File: config.mk
export PLATFORM = sky130hd
export DESIGN_NAME = cmd_mode_flags
export DESIGN_NICKNAME = d
export VERILOG_FILES = /design/src/rtl/cmd_pkg.sv /design/src/rtl/cmd_arg_timer.sv /design/src/rtl/cmd_mode_flags.sv
export SDC_FILE = /design/constraint.sdc
export NUM_CORES = 1
export LEC_CHECK = 0
export CORE_MARGIN = 3
export CORE_UTILIZATION = 30
export DETAILED_ROUTE_END_ITERATION = 16
export SYNTH_ARGS = -nofsm -noshare
export SYNTH_HDL_FRONTEND = slang
export SYNTH_SLANG_ARGS = --single-unit
File: constraint.sdc
create_clock -name Clock -period 3.4 [get_ports Clock]
set_input_delay 0.68 -clock Clock [delete_from_list [all_inputs] [get_ports Clock]]
set_output_delay 0.68 -clock Clock [all_outputs]
set_load 0.02 [all_outputs]
File: src/rtl/cmd_pkg.sv
// Shared definitions for the command-byte mode-flag controller:
// FSM state encoding, command characters and well-known flag indices.
package cmd_pkg;

  typedef enum logic [1:0] {
    ST_IDLE  = 2'd0,
    ST_ARG   = 2'd1,
    ST_REPLY = 2'd2
  } state_t;

  localparam logic [7:0] CH_WRITE    = 8'd35;
  localparam logic [7:0] CH_QUERY    = 8'd63;
  localparam logic [7:0] CH_ECHO_ON  = 8'd69;
  localparam logic [7:0] CH_ECHO_OFF = 8'd101;

  localparam int FLAG_ECHO = 0;

endpackage

File: src/rtl/cmd_arg_timer.sv
// Loadable 16-bit down-counter that bounds how long a bulk write waits for its argument.
// expire is raised on the last counted cycle, while run is still asserted.
module cmd_arg_timer
  import cmd_pkg::*;
#(
  parameter logic [15:0] INIT = 16'd50000
) (
  input  logic Clock,
  input  logic Reset,
  input  logic load,
  input  logic run,
  output logic expire
);

  logic [15:0] count;

  always_ff @(posedge Clock) begin
    if (Reset)
      count <= 16'd0;
    else if (load)
      count <= INIT;
    else if (run && count != 16'd0)
      count <= count - 16'd1;
  end

  assign expire = run && (count == 16'd1);

endmodule

File: src/rtl/cmd_mode_flags.sv
// Mode-flag controller fed by the host command byte stream: per-flag set/clear
// characters, a '#'+argument bulk write and a '?' status query with a reply handshake.
module cmd_mode_flags
  import cmd_pkg::*;
#(
  parameter int                     NUM_FLAGS   = 4,
  parameter logic [8*NUM_FLAGS-1:0] SET_CHARS   = {"G", "T", "L", CH_ECHO_ON},
  parameter logic [8*NUM_FLAGS-1:0] CLR_CHARS   = {"g", "t", "l", CH_ECHO_OFF},
  parameter logic [NUM_FLAGS-1:0]   FLAG_INIT   = NUM_FLAGS'(1 << FLAG_ECHO),
  parameter logic [7:0]             WRITE_CHAR  = CH_WRITE,
  parameter logic [7:0]             QUERY_CHAR  = CH_QUERY,
  parameter logic [15:0]            ARG_TIMEOUT = 16'd50000
) (
  input  logic                 Clock,
  input  logic                 Reset,
  input  logic [7:0]           Cmd,
  input  logic                 CmdValid,
  output logic                 CmdReady,
  output logic [NUM_FLAGS-1:0] Flags,
  output logic [7:0]           ReplyData,
  output logic                 ReplyValid,
  input  logic                 ReplyReady,
  output logic                 CmdError
);

  state_t state, nextState;

  logic                 accept;
  logic                 isQuery;
  logic                 isWrite;
  logic                 argBad;
  logic                 timerLoad;
  logic                 timerRun;
  logic                 timerExpire;
  logic                 errNext;
  logic [NUM_FLAGS-1:0] flagsNext;
  logic [7:0]           flagsPadded;

  // Acceptance is derived from state directly so it does not loop through CmdReady.
  assign accept  = CmdValid && (state != ST_REPLY);
  assign isQuery = (Cmd == QUERY_CHAR);
  assign isWrite = (Cmd == WRITE_CHAR);
  assign argBad  = (Cmd >> NUM_FLAGS) != 8'd0;

  always_ff @(posedge Clock) begin
    if (Reset)
      state <= ST_IDLE;
    else
      state <= nextState;
  end

  always_comb begin
    nextState = state;
    case (state)
      ST_IDLE: begin
        if (accept && isQuery)
          nextState = ST_REPLY;
        else if (accept && isWrite)
          nextState = ST_ARG;
      end
      ST_ARG: begin
        if (accept || timerExpire)
          nextState = ST_IDLE;
      end
      ST_REPLY: begin
        if (ReplyReady)
          nextState = ST_IDLE;
      end
      default: nextState = ST_IDLE;
    endcase
  end

  // Set/clear matches are evaluated per flag; set is tested first so it wins a tie.
  always_comb begin
    CmdReady    = (state != ST_REPLY);
    timerLoad   = (state == ST_IDLE) && accept && !isQuery && isWrite;
    timerRun    = (state == ST_ARG) && !accept;
    flagsNext   = Flags;
    errNext     = 1'b0;
    flagsPadded = 8'd0;
    flagsPadded[NUM_FLAGS-1:0] = Flags;
    case (state)
      ST_IDLE: begin
        if (accept && !isQuery && !isWrite) begin
          for (int i = 0; i < NUM_FLAGS; i++) begin
            if (Cmd == SET_CHARS[8*i +: 8])
              flagsNext[i] = 1'b1;
            else if (Cmd == CLR_CHARS[8*i +: 8])
              flagsNext[i] = 1'b0;
          end
        end
      end
      ST_ARG: begin
        if (accept) begin
          if (argBad)
            errNext = 1'b1;
          else
            flagsNext = Cmd[NUM_FLAGS-1:0];
        end else if (timerExpire) begin
          errNext = 1'b1;
        end
      end
      default: ;
    endcase
  end

  always_ff @(posedge Clock) begin
    if (Reset) begin
      Flags      <= FLAG_INIT;
      ReplyData  <= 8'd0;
      ReplyValid <= 1'b0;
      CmdError   <= 1'b0;
    end else begin
      Flags      <= flagsNext;
      CmdError   <= errNext;
      ReplyValid <= (nextState == ST_REPLY);
      if (state == ST_IDLE && nextState == ST_REPLY)
        ReplyData <= flagsPadded;
    end
  end

  cmd_arg_timer #(
    .INIT(ARG_TIMEOUT)
  ) argTimer (
    .Clock (Clock),
    .Reset (Reset),
    .load  (timerLoad),
    .run   (timerRun),
    .expire(timerExpire)
  );

endmodule
After elaboration in Yosys (flattened, before gate mapping):

Index checks and enable logic that the tools add are counted.

* flip-flop bits (word level): 28
* word-level logic and storage cells: 83
* output and inout port bits: 15

* reductions and logical operators: 27
* add/subtract/negate cells: 1
* bitwise gates (word level): 1
* eq/ne operators: 22
* multiplexer cells: 22

Operators by type and width (number)
* 8-bit by 7-bit == test with 1-bit output (second input constant): 8
* 16-bit 2-to-1 mux: 2
* 5-bit AND reduction: 4
* 16-bit by 1-bit == test with 1-bit output (second input constant): 1
* 8-bit by 6-bit == test with 1-bit output (second input constant): 2
* 16-bit nonzero test: 1
* 16-bit by 1-bit subtractor with 16-bit output (second input constant): 1
* 1-bit logical AND: 12
* 4-bit 2-to-1 mux: 3
* 3-bit by 1-bit != test with 1-bit output (second input constant): 4
* 1-bit 2-to-1 mux: 11
* 2-bit 2-to-1 mux: 4
* 4-bit one-hot mux with 2 select lines: 1
* 8-bit nonzero test: 1
* 2-bit != test (second input constant): 3
* 2-bit one-hot mux with 3 select lines: 1
* 2-bit == test (second input constant): 2
* 2-bit nonzero test: 2
* 2-bit OR reduction: 2
* 1-bit zero test: 3
* 2-bit by 1-bit == test with 1-bit output (second input constant): 1
* 2-bit zero test: 1
* 2-bit by 1-bit != test with 1-bit output (second input constant): 1
* 1-bit logical OR: 1
* 1-bit inverter: 1

Logic depth before layout (Yosys ltp):

* word-level depth: 10
* mapped depth: 6
* gate-level depth less buffers: 6

Cells and area by module:

From an unflattened synthesis, not the netlist that was laid out.

* cells, all modules: 191
* area, all modules: 1672.9 µm²

By module, submodules not included
* cmd_arg_timer: cells an instance 105, area an instance 904.6 µm², times used 1
* cmd_mode_flags: cells an instance 86, area an instance 768.2 µm², times used 1

Least setup slack after synthesis:

No wires, ideal clock.

* path type: in2reg
* start point: in Cmd[3]
* end point: reg Flags[3]
* stages: 5
* data required time: 3.277 ns
* path slack: 1.417 ns
* library setup time: 0.123 ns
* path buffers: 1
* arrival time: 1.860 ns
* cells stage by stage: clkbuf_1 > nor3b_1 > nand4_1 > a211oi_1 > mux2_1

* word-level cells in the longest chain between the ends: 6
* elaborated cells on any way between the ends: 16
* those cells by class: eq/ne: 6; mux: 5; reduce/logical: 5

RTL lines
* start, declared: line cmd_mode_flags.sv:16 `input logic [7:0] Cmd,`
* 8-bit by 6-bit == test with 1-bit output: line cmd_mode_flags.sv:41 `assign isQuery = (Cmd == QUERY_CHAR);`
* 1-bit zero test: line cmd_mode_flags.sv:84 `if (accept && !isQuery && !isWrite) begin`
* 1-bit logical AND (2 in a row): line cmd_mode_flags.sv:84
* 2-bit by 1-bit != test with 1-bit output (no line)
* 5-bit AND reduction (no line)
* end signal, assigned: line cmd_mode_flags.sv:114 `Flags <= flagsNext;`
* end, declared: line cmd_mode_flags.sv:19 `output logic [NUM_FLAGS-1:0] Flags,`

Parallel ways exist; a longest one is shown, timed or not. The select of a mux whose other input is x is not followed.
A chain may end at the register's enable or synchronous reset.

Worst setup path in the final report:

* start point: in CmdValid
* end point: reg ReplyData[2]

* word-level cells in the longest chain between the ends: 9
* elaborated cells on any way between the ends: 13
* those cells by class: eq/ne: 1; mux: 4; reduce/logical: 8

RTL lines
* start, declared: line cmd_mode_flags.sv:17 `input logic CmdValid,`
* 1-bit logical AND *: line cmd_mode_flags.sv:40 `assign accept = CmdValid && (state != ST_REPLY);`
* 1-bit zero test: line cmd_mode_flags.sv:77 `timerRun = (state == ST_ARG) && !accept;`
* 1-bit logical AND: line cmd_mode_flags.sv:77
* 1-bit logical AND: line cmd_arg_timer.sv:26 `assign expire = run && (count == 16'd1);`
* 1-bit logical OR: line cmd_mode_flags.sv:62 `if (accept || timerExpire)`
* 2-bit 2-to-1 mux: line cmd_mode_flags.sv:62
* 2-bit one-hot mux with 3 select lines *: line cmd_mode_flags.sv:54 `case (state)`
* 2-bit == test *: line cmd_mode_flags.sv:117 `if (state == ST_IDLE && nextState == ST_REPLY)`
* 1-bit logical AND *: line cmd_mode_flags.sv:117
* end signal, assigned: line cmd_mode_flags.sv:118 `ReplyData <= flagsPadded;`
* end, declared: line cmd_mode_flags.sv:20 `output logic [7:0] ReplyData,`

Mark *: on every way between the ends. The rest lies on a longest branch, timed or not.

==> impl_metrics.csv <==
group,metric,value,unit
drt,num_vias,1507,
pwr,cellPowerDensity,295,mW/mm²
logic_synthesis,synth_fa_ha_area_frac,0.0152,
timing,tightest_slew,0.832,ns
logic_synthesis,syn_inst,187,
layout,area_delta_synth_final,20.0,%
timing,fin_ws,1.02,ns
die,std_cell_rows,26,
global_route,met1_usage,0.178,
timing,setup_violations,0,
timing,maxSlewViolCount,0,
critical_path,cp_max_fo,6,
clock_tree,hold_buffers,0,
global_route,grt.overflow.total,0,
critical_path,required,3.53,ns
logic_synthesis,yosys.area_share.simple,0.349,
timing,rsz0062_at_grt,"false",
drt,drc_errors,0,
clock_tree,cts_tree,"yes",
pwr,vdd_drop_max,0.163,mV
die,die_x,80.1,µm
logic_synthesis,synth_area_per_cell,8.82,µm²
logic_synthesis,synth_cell_type_count,48,
layout,register_area,561,µm²
timing,fin_crit_sh,0.699,
clock_tree,root_buffer,"clkbuf_8",
die,coreArea,0.00520,mm²
clock_tree,htree_num_levels,1,
global_route,use_met2,0.169,
timing,fin_worst_skew,0.00394,ns
logic_synthesis,synth_area_leaders,"dfxtp_1, a21oi_1, or4_1",
global_route,grt_use_met3,0.0179,
logic_synthesis,muxShareOfSynthArea,0.0569,
clock_tree,cts-resized-gates,0,
layout,nets,223,
clock_tree,postCtsSetupBuffers,0,
run,maxCapViolCount,0,
placement,io_buffers,22,
critical_path,path_class,"input pin to register",
timing,hold_viol,0,
die,initial_core_util,0.317,
clock_tree,cts.path.max_buffers,2,
clock_tree,numCtsBuffers,3,
global_route,grt_pass1_vias,1322,
timing,fin_tns_setup,0,ns
placement,place_ws,0.741,ns
die,io_pins,27,
status,status,"finished, final reports clean",
logic_synthesis,yosys.area_share.xor_xnor,0,
die,fp.dieArea,0.00642,mm²
global_route,antenna_found_initial,0,
critical_path,cp-start-kind,"input pin",
logic_synthesis,yosys_warnings,0,
layout,multiInputGateArea,0.00104,mm²
logic_synthesis,syn_area,0.00165,mm²
min_path,hold_class,"register to register",
drt,avgRoutedWirePerCell,13.3,µm
clock_tree,cts.clk_slew.worst_paths,0.10,ns
logic_synthesis,synth_top_cell_by_area,"dfxtp_1",
layout,layout-drive-gt1-share,0.101,
placement,gp_congestion,0.802,
logic_synthesis,ys_ff_latch,28,
global_route,grt_max_degree,24,
critical_path,arrival,2.51,ns
layout,num-fill-cells,547,
global_route,grt_pass1_wl,6.21,mm
layout,n_antenna_cell,0,
die,die_h,80.1,µm
timing,fin_crit,2.38,ns
drt,totalWireLength,3.70,mm
pwr,power.leakage,0.688,nW
timing,max_freq,0.421,GHz
timing,slew_headroom,0.444,
global_route,grtUsageTotal,0.118,
logic_synthesis,yosysSeqAreaShare,0.340,
global_route,top_usage_layer,"met1",
logic_synthesis,synth.top_cell.area_share,0.340,
drt,drtAntennaViolNets,0,
critical_path,crit_path_end_kind,"register",
logic_synthesis,synth-compound-area-share,0.198,
placement,hpwl,2.69,mm
drt,dr.first_iter.drc_count,95,
clock_tree,clk_latency,0.27,ns
logic_synthesis,synth_top_family_by_area,"simple AND/OR/NAND/NOR gates",
clock_tree,clock_sinks,28,
drt,drtPass1Iterations,4,
drt,via_per_inst,5.42,
## logic make-up after synthesis
kind of cell / after synthesis
muxes: 9
buffers and inverters: 13
other: 1
DFF: 28
and+or+nand+nor: 86
adders and majority gates: 2
AOI/OAI and AO/OA: 48
## sequential cells by signal, indices dropped and copies added (netlist names)
register,cells
CmdError,1
state,2
argTimer.count,16
ReplyData,4
ReplyValid,1
Flags,4
## final cells by class
class,instances,share of cell area
Multi-Input combinational cell,149,0.524
Tap cell,70,0.0443
Inverter,5,0.00949
Timing Repair Buffer,22,0.111
Clock buffer,4,0.0278
Sequential cell,28,0.283
## power by group
part / switching (mW) / total, mW / internal, mW
combinational: 0.0274 / 0.0462 / 0.0187
clock: 0.105 / 0.209 / 0.104
sequential: 0.000373 / 0.328 / 0.328
## final timing paths
path | endpoint | slack [ns] | cells past startpoint | startpoint
max reg2reg | argTimer.count[14] | 1.41 | 6 | argTimer.count[0]
min | ReplyData[0] | 0.51 | 2 | ReplyData[0]
max | ReplyData[2] | 1.02 | 5 | CmdValid
min reg2reg | ReplyData[0] | 0.51 | 2 | ReplyData[0]
## cells in the mapped netlist, drive strengths merged
| master | n |
|---|---|
| a21bo | 1 |
| nor4b | 1 |
| clkbuf | 4 |
| o41ai | 3 |
| o21ai | 1 |
| a211oi | 5 |
| a31o | 4 |
| o31ai | 7 |
| o211a | 1 |
| buf | 4 |
| a41oi | 1 |
| a31oi | 7 |
| nand4b | 2 |
| dfxtp | 28 |
| nor4bb | 2 |
| or3b | 3 |
| nor3b | 5 |
| nand3b | 3 |
| o211ai | 1 |
| conb | 1 |
| or3 | 5 |
| nand2b | 2 |
| or2 | 3 |
| nand2 | 12 |
| nand4 | 5 |
| and3 | 1 |
| mux2 | 3 |
| or4 | 9 |
| nor4 | 6 |
| inv | 5 |
| ha | 2 |
| nor3 | 4 |
| nor2 | 11 |
| nand3 | 5 |
| or4b | 2 |
| a41o | 1 |
| a21oi | 16 |
| mux2i | 6 |
| nor2b | 5 |
## worst max-delay path, cell delays in order
cell and delay, ns:
clkdlybuf4s50_1 0.59, nor4bb_1 0.50, nand4b_1 0.42, mux2i_1 0.26, nor2_1 0.06
## cells in the final DEF, fill, tap and decap left out, types with 2 or more instances in the layout
| master | n |
|---|---|
| or3_1 | 4 |
| nand4b_1 | 2 |
| inv_1 | 5 |
| nor2_1 | 11 |
| nor4bb_1 | 2 |
| a21oi_1 | 16 |
| nand3b_1 | 3 |
| nor3b_1 | 3 |
| or3b_1 | 2 |
| nor4_2 | 2 |
| dfxtp_1 | 28 |
| conb_1 | 4 |
| nand3_2 | 2 |
| mux2_1 | 2 |
| mux2i_1 | 6 |
| or2_2 | 2 |
| nor2b_1 | 5 |
| o41ai_1 | 3 |
| nand4_1 | 5 |
| nand3_1 | 3 |
| a31o_2 | 4 |
| clkbuf_8 | 4 |
| ha_1 | 2 |
| a31oi_1 | 7 |
| nor4_1 | 3 |
| o31ai_1 | 7 |
| a211oi_1 | 5 |
| or4b_1 | 2 |
| nor3_1 | 4 |
| nand2b_1 | 2 |
| or4_1 | 9 |
| nand2_1 | 12 |
| clkdlybuf4s50_1 | 22 |
## metal layers
metal / vias to the layer above / part of all wire / wire length [µm]
li1: 768 / - / -
met1: 696 / 0.51 / 1890
met2: 39 / 0.43 / 1610
met3: 4 / 0.044 / 162
met4: 0 / 0.011 / 40
met5: - / 0 / 0
## metrics by stage
stage / hold slack (ns) / area (µm²) / std cells / total power, mW / util
global route: 0.546 / 1980 / 278 / 0.607 / 0.380
CTS: 0.522 / 1980 / 278 / 0.591 / 0.380
floorplan: 0.476 / 1660 / 190 / 0.361 / -
global placement: 0.483 / 1920 / 274 / 0.382 / 0.369
detailed placement: 0.497 / 1920 / 274 / 0.382 / 0.369
finish: 0.512 / 1980 / 278 / 0.583 / 0.380
Power figures use the tool's default switching activity.
